### src/rtl/request_unit_mc.sv
// Multi-channel memory request unit: fetch enable, per-channel data enables,
// halt draining, request watchdogs and read/write conflict detection.
module request_unit_mc #(
    parameter int NCH       = 2,
    parameter bit ISTALL_EN = 1'b1,
    parameter int TIMEOUT   = 64,
    parameter int TW        = 8
) (
    input  logic           CLK,
    input  logic           RST,
    input  logic           halt,
    input  logic           ihit,
    input  logic [NCH-1:0] dhit,
    input  logic [NCH-1:0] MemRead,
    input  logic [NCH-1:0] MemWrite,
    output logic           iREN,
    output logic [NCH-1:0] dREN,
    output logic [NCH-1:0] dWEN,
    output logic           busy,
    output logic           halted,
    output logic [NCH-1:0] timeout,
    output logic           conflict
);

    typedef enum logic [1:0] {RUN, DRAIN, HALTED} state_t;

    localparam logic [TW-1:0] TMAX = TW'(TIMEOUT);

    state_t         state_q, state_d;
    logic [NCH-1:0] dren_q, dren_d;
    logic [NCH-1:0] dwen_q, dwen_d;
    logic [NCH-1:0] to_q, to_d;
    logic           conf_q, conf_d;
    logic [TW-1:0]  cnt_q [NCH];
    logic [TW-1:0]  cnt_d [NCH];
    logic           accept;
    logic           busy_d;

    always_comb begin
        accept = ihit && (state_q == RUN);
        dren_d = dren_q & ~dhit;
        dwen_d = dwen_q & ~dhit;
        if (accept) begin
            // a simultaneous read and write request resolves to the write
            dren_d = MemRead & ~MemWrite;
            dwen_d = MemWrite;
        end
        conf_d = accept && (|(MemRead & MemWrite));
        busy_d = |(dren_d | dwen_d);

        state_d = state_q;
        unique case (state_q)
            RUN: begin
                if (halt) state_d = busy_d ? DRAIN : HALTED;
            end
            DRAIN: begin
                if (!busy_d) state_d = HALTED;
            end
            HALTED: state_d = HALTED;
            default: state_d = RUN;
        endcase

        for (int i = 0; i < NCH; i++) begin
            cnt_d[i] = '0;
            to_d[i]  = 1'b0;
            if (TIMEOUT != 0) begin
                if (!(dren_q[i] || dwen_q[i]) || dhit[i] || accept)
                    cnt_d[i] = '0;
                else if (cnt_q[i] != TMAX)
                    cnt_d[i] = cnt_q[i] + 1'b1;
                else
                    cnt_d[i] = cnt_q[i];
                to_d[i] = !dhit[i] && (to_q[i] || (cnt_d[i] == TMAX));
            end
        end
    end

    always_ff @(posedge CLK) begin
        if (RST) begin
            state_q <= RUN;
            dren_q  <= '0;
            dwen_q  <= '0;
            to_q    <= '0;
            conf_q  <= 1'b0;
            for (int i = 0; i < NCH; i++) cnt_q[i] <= '0;
        end else begin
            state_q <= state_d;
            dren_q  <= dren_d;
            dwen_q  <= dwen_d;
            to_q    <= to_d;
            conf_q  <= conf_d;
            for (int i = 0; i < NCH; i++) cnt_q[i] <= cnt_d[i];
        end
    end

    assign dREN     = dren_q;
    assign dWEN     = dwen_q;
    assign busy     = |(dren_q | dwen_q);
    assign halted   = (state_q == HALTED);
    assign timeout  = to_q;
    assign conflict = conf_q;
    assign iREN     = (state_q == RUN) && !(ISTALL_EN && busy);

endmodule

### config.mk
export PLATFORM = sky130hd
export DESIGN_NAME = request_unit_mc
export DESIGN_NICKNAME = d
export VERILOG_FILES = /design/src/rtl/request_unit_mc.sv
export SDC_FILE = /design/constraint.sdc
export NUM_CORES = 1
export LEC_CHECK = 0
export ABC_AREA = 1
export CAP_MARGIN = 20
export CORE_UTILIZATION = 30
export CTS_CLUSTER_SIZE = 12
export DETAILED_ROUTE_END_ITERATION = 6
export GPL_TIMING_DRIVEN = 0
export PLACE_DENSITY_LB_ADDON = 0.12
export SLEW_MARGIN = 20
export SYNTH_ARGS = -nofsm -noshare
export SYNTH_HDL_FRONTEND = slang
export SYNTH_SLANG_ARGS = --single-unit
### constraint.sdc
create_clock -name CLK -period 2.5 [get_ports CLK]
set_input_delay 0.5 -clock CLK [delete_from_list [all_inputs] [get_ports CLK]]
set_output_delay 0.5 -clock CLK [all_outputs]
set_load 0.03 [all_outputs]
**After elaboration in Yosys (flattened, before gate mapping)**

Memories as Yosys holds them, arrays and structs flattened.
Index checks and enable logic that the tools add are counted.

- Multiplexer cells: 15
- Eq/ne operators: 8
- Reductions and logical operators: 23
- Multipliers: 0
- Add/sub/neg operators: 2
- Divide/modulo/power cells: 0
- Shift-type cells: 0
- $lt $le $gt $ge: 0
- Bitwise logic cells: 10

Operators with widths:

| cell | count |
|---|---|
| 8-bit two-way mux | 6 |
| 8-bit by 1-bit adder with 8-bit output (second input constant) | 2 |
| 8-bit by 7-bit equality test with 1-bit output (second input constant) | 2 |
| 8-bit by 7-bit inequality test with 1-bit output (second input constant) | 2 |
| 2-bit two-way mux | 5 |
| 2-bit AND | 4 |
| 1-bit logical OR | 8 |
| 2-bit one-hot mux with 3 select lines | 1 |
| 2-bit OR reduction | 3 |
| 1-bit logical AND | 5 |
| 1-bit logical NOT | 5 |
| 2-bit inequality test (second input constant) | 2 |
| 2-bit NOT | 2 |
| 2-bit OR | 2 |
| 1-bit two-way mux | 3 |
| 2-bit by 1-bit equality test with 1-bit output (second input constant) | 1 |
| 2-bit equality test (second input constant) | 1 |
| 2-bit logical NOT | 1 |
| 1-bit OR | 2 |
| 2-bit AND reduction | 1 |

- Word-level logic and storage cells: 64
- Register bits after elaboration: 9
- Memory bits (read-only): 0
- Memories: 1
- Bits in latches: 0
- Output and inout bits: 10
- Bits in writable memories: 16

Memories:

| name | depth | width | read ports | clocked after memory_dff | wr ports | line | source |
|---|---|---|---|---|---|---|---|
| cnt_q | 2 | 8 | 2 | 0 | 2 | 34 | `logic [TW-1:0] cnt_q [NCH];` |

**Depth between registers and ports, before layout**

- Depth after elaboration: 8
- Mapped depth: 12
- Gate-level depth less buffers: 12

**Least setup slack after synthesis**

OpenSTA, ideal clock, no wires.

- Path kind: register -> output
- From: reg dwen_q[1], in the netlist dWEN[1]
- To: out iREN
- Required time: 2.000 ns
- Cell stages (with the launch flop): 4
- Buffers on the path: 0
- Data arrival time: 1.299 ns
- Slack: 0.701 ns
- Cell sequence: dfxtp_1 -> nor2_1 -> nand2_1 -> nor2_1

- Longest elaborated chain between the ends: 4

Ends and longest elaborated chain:

| what | line | source |
|---|---|---|
| start: declaration | 31 | `logic [NCH-1:0] dwen_q, dwen_d;` |
| start signal: assignment | 89 | `dwen_q <= dwen_d;` |
| 2-bit OR | 98 | `assign busy = \|(dren_q \| dwen_q);` |
| 2-bit OR reduction | 98 |  |
| named net busy | 19 | `output logic busy,` |
| 1-bit logical NOT | 102 | `assign iREN = (state_q == RUN) && !(ISTALL_EN && busy);` |
| 1-bit logical AND | 102 |  |
| end: declaration | 16 | `output logic iREN,` |

The timed path passes the listed nets, and every way through them passes these cells.

**Final worst setup path**

- From: reg state_q[0]
- To: out halted

- Longest elaborated chain between the ends: 1

Ends and longest elaborated chain:

| what | line | source |
|---|---|---|
| start: declaration | 29 | `state_t state_q, state_d;` |
| start signal: assignment | 87 | `state_q <= state_d;` |
| 2-bit equality test | 99 | `assign halted = (state_q == HALTED);` |
| end: declaration | 20 | `output logic halted,` |

Every way passes these cells.

==> results.yml <==
outcome:
  status: "completed"
floorplanning:
  rows: 24
  ioPinCount: 20
  die_h_um: 71.4
  core_um2: 4500
  fp.dieW_um: 71.4
  start_util_pct: 32.1
  die-area_um2: 5100
final_layout:
  drive_gt1_share_pct: 6.12
  fillers: 497
  final-instance-count-excl-fill: 297
  area_growth_syn_to_layout_pct: 20.9
  layout.nets: 264
  antenna_cells: 0
detailed_routing:
  ant_nets: 0
  wl_per_cell_um: 10.2
  viasPerCell: 4.48
  finalWirelength_um: 3030
  drt-initial-drc-count: 59
  drt_pre_antenna_iters: 4
  vias: 1332
  post-route-drc-count: 0
logic_synthesis:
  synth_edf_count: 0
  avgSynthCellArea_um2: 6.52
  syn_inst: 222
  netlist_area_um2: 1450
  synth_async_sr_flop_share_pct: 0
  syn-num-nets: 240
  synth_cell_type_count: 22
  synth_top_cell_area_share_pct: 34.6
  synth_area_leaders: "dfxtp_1 35%, nand2_1 16%, nor2_1 9.3%"
  ys_ff_latch: 25
  synth_top_flop_cell: "dfxtp_1"
  yosys_warnings: 0
  synth_area_leader_cell: "dfxtp_1"
  yosysSeqAreaShare_pct: 34.6
clocking:
  insertion_delay_ps: 270
  clock-root-buffer: "clkbuf_8"
  cts_num_sinks: 25
  h-tree-depth: 1
  cts_setup_buffers: 0
  clockBufferDepth: 2
  clk_pin_slew_worst_paths_ps: 80
  cts_tree: "yes"
  cts_buffers: 3
  cts_hold_buf: 0
  cts_resized: 0
setup_path:
  startpoint: "state_q[0]"
  required_ps: 2000
  ff2ff_path_depth: 9
  cp-endpoint: "halted"
  end_kind: "primary output"
  r2r_end: "timeout[1]"
  r2r-start: "state_q[0]"
  arrival_ps: 1530
  crit_fanout: 4
  crit_type: "reg2out"
  critPathLaunchType: "flip-flop"
  rrSetupSlack_ps: 680
global_route:
  grt.overflow.total: 0
  antenna_found_initial: 0
  first_global_vias: 1274
  grt_start_max_net_pins: 14
  grt_pass1_wl_um: 5490
  track_usage_pct: 13.4
power_and_ir_drop:
  ir_drop_uv: 608
  power.density_nw_per_um2: 754
  p_total_w: 0.00132
  leakage_nw: 0.804
sta:
  period_share_pct: 81.2
  hold_viol: 0
  finalMaxSlewViolations: 0
  fmax_mhz: 492
  relSlewSlack_pct: 69.6
  setup_viol: 0
  rsz0062_at_grt: "no"
  finalClockSkew_ps: 6.44
  tightest_slew_ps: 455
  finalSetupTns_ps: 0
  timing.final.crit_period_ps: 2030
placement:
  dpl.hpwl_um: 2400
  dpl.cell_count: 293
  gp_congestion: 0.770
  portBuffers: 19
worst_hold_path:
  hold_class: "reg2reg"
run:
  cap_violations: 0
[layout by cell type (no fill, tap or decap), types with 2 or more instances in the layout]
| cell | instances |
|---|---|
| xor2_1 | 2 |
| nor2_1 | 36 |
| nor3b_1 | 2 |
| nor2_2 | 2 |
| ha_1 | 8 |
| nor2_4 | 2 |
| nand2_1 | 63 |
| clkdlybuf4s50_1 | 18 |
| clkbuf_1 | 3 |
| inv_1 | 30 |
| nand3_1 | 26 |
| clkbuf_8 | 3 |
| o21ai_0 | 5 |
| nor3_1 | 2 |
| a21oi_1 | 5 |
| nand2_2 | 5 |
| dfxtp_1 | 25 |
[worst max-delay path, cell delays in order, from the launching register on]
cell	delay, ps
dfxtp_1	390
inv_1	80
ha_1	200
clkdlybuf4s50_1	590
[report_power, final]
group	internal (W)	leakage, nW	switching [W]
Sequential	0.000434	0.203	0.0000303
Combinational	0.000231	0.579	0.000381
Clock	0.000114	0.0228	0.000128
[per-stage QoR]
step / setup WS [ps] / util (%) / hold WS (ps) / instance area (um2)
after floorplan: 701 / - / 467 / 1450
after global placement: 362 / 37.8 / 456 / 1700
after detailed placement: 374 / 37.8 / 460 / 1700
after CTS: 58.6 / 38.8 / 475 / 1750
after global routing: 359 / 38.8 / 491 / 1750
final: 470 / 38.8 / 464 / 1750
[synthesized netlist by cell type, drive strengths merged (2+ instances only)]
cell and number:
nand2 69, nor2 40, inv 30, nand3 26, dfxtp 25, ha 8, a21oi 6, o21ai 5
clkbuf 2, nor3 2, nor3b 2, xor2 2
[worst min-delay path by stage]
stage	from	end	slack, ps	depth (start not counted)
floorplan	state_q[0]	state_q[0]	470	2
global placement	timeout[0]	timeout[0]	460	2
detailed placement	timeout[0]	timeout[0]	460	2
CTS	timeout[0]	timeout[0]	470	2
global route	timeout[1]	timeout[1]	490	2
finish	timeout[1]	timeout[1]	460	2
[sequential cells by signal, summed over array words and instances (netlist names)]
register,cells
cnt_q,16
dWEN,2
dREN,2
conflict,1
timeout,2
state_q,2
[final cells by class]
class	count	area [um2]	share of cell area, %
multi-input cells	164	817	46.7
flip-flops and latches	25	500	28.6
repair buffers	19	193	11.0
inverters	31	121	6.94
well taps	52	65.1	3.72
clock buffers	4	45.0	2.58
plain buffers	2	7.51	0.429
[logic make-up (layout without fill, tap and decap cells)]
| kind of cell | after synthesis | count (layout) | share of synthesized area, % |
|---|---|---|---|
| buf+inv | 33 | 56 | 8.91 |
| compound gates | 13 | 13 | 5.54 |
| fa+ha+maj | 8 | 8 | 6.92 |
| flops | 25 | 25 | 34.6 |
| simple gates | 140 | 140 | 42.2 |
| xor+xnor | 3 | 3 | 1.82 |
[layer usage]
metal,vias up,wire [um],global-route usage (%)
met5,-,0,0
met4,0,40,5.11
met3,4,84,1.69
met2,23,1390,22.2
met1,574,1520,17.7
li1,731,-,-
(Power assumes the default switching activity.)
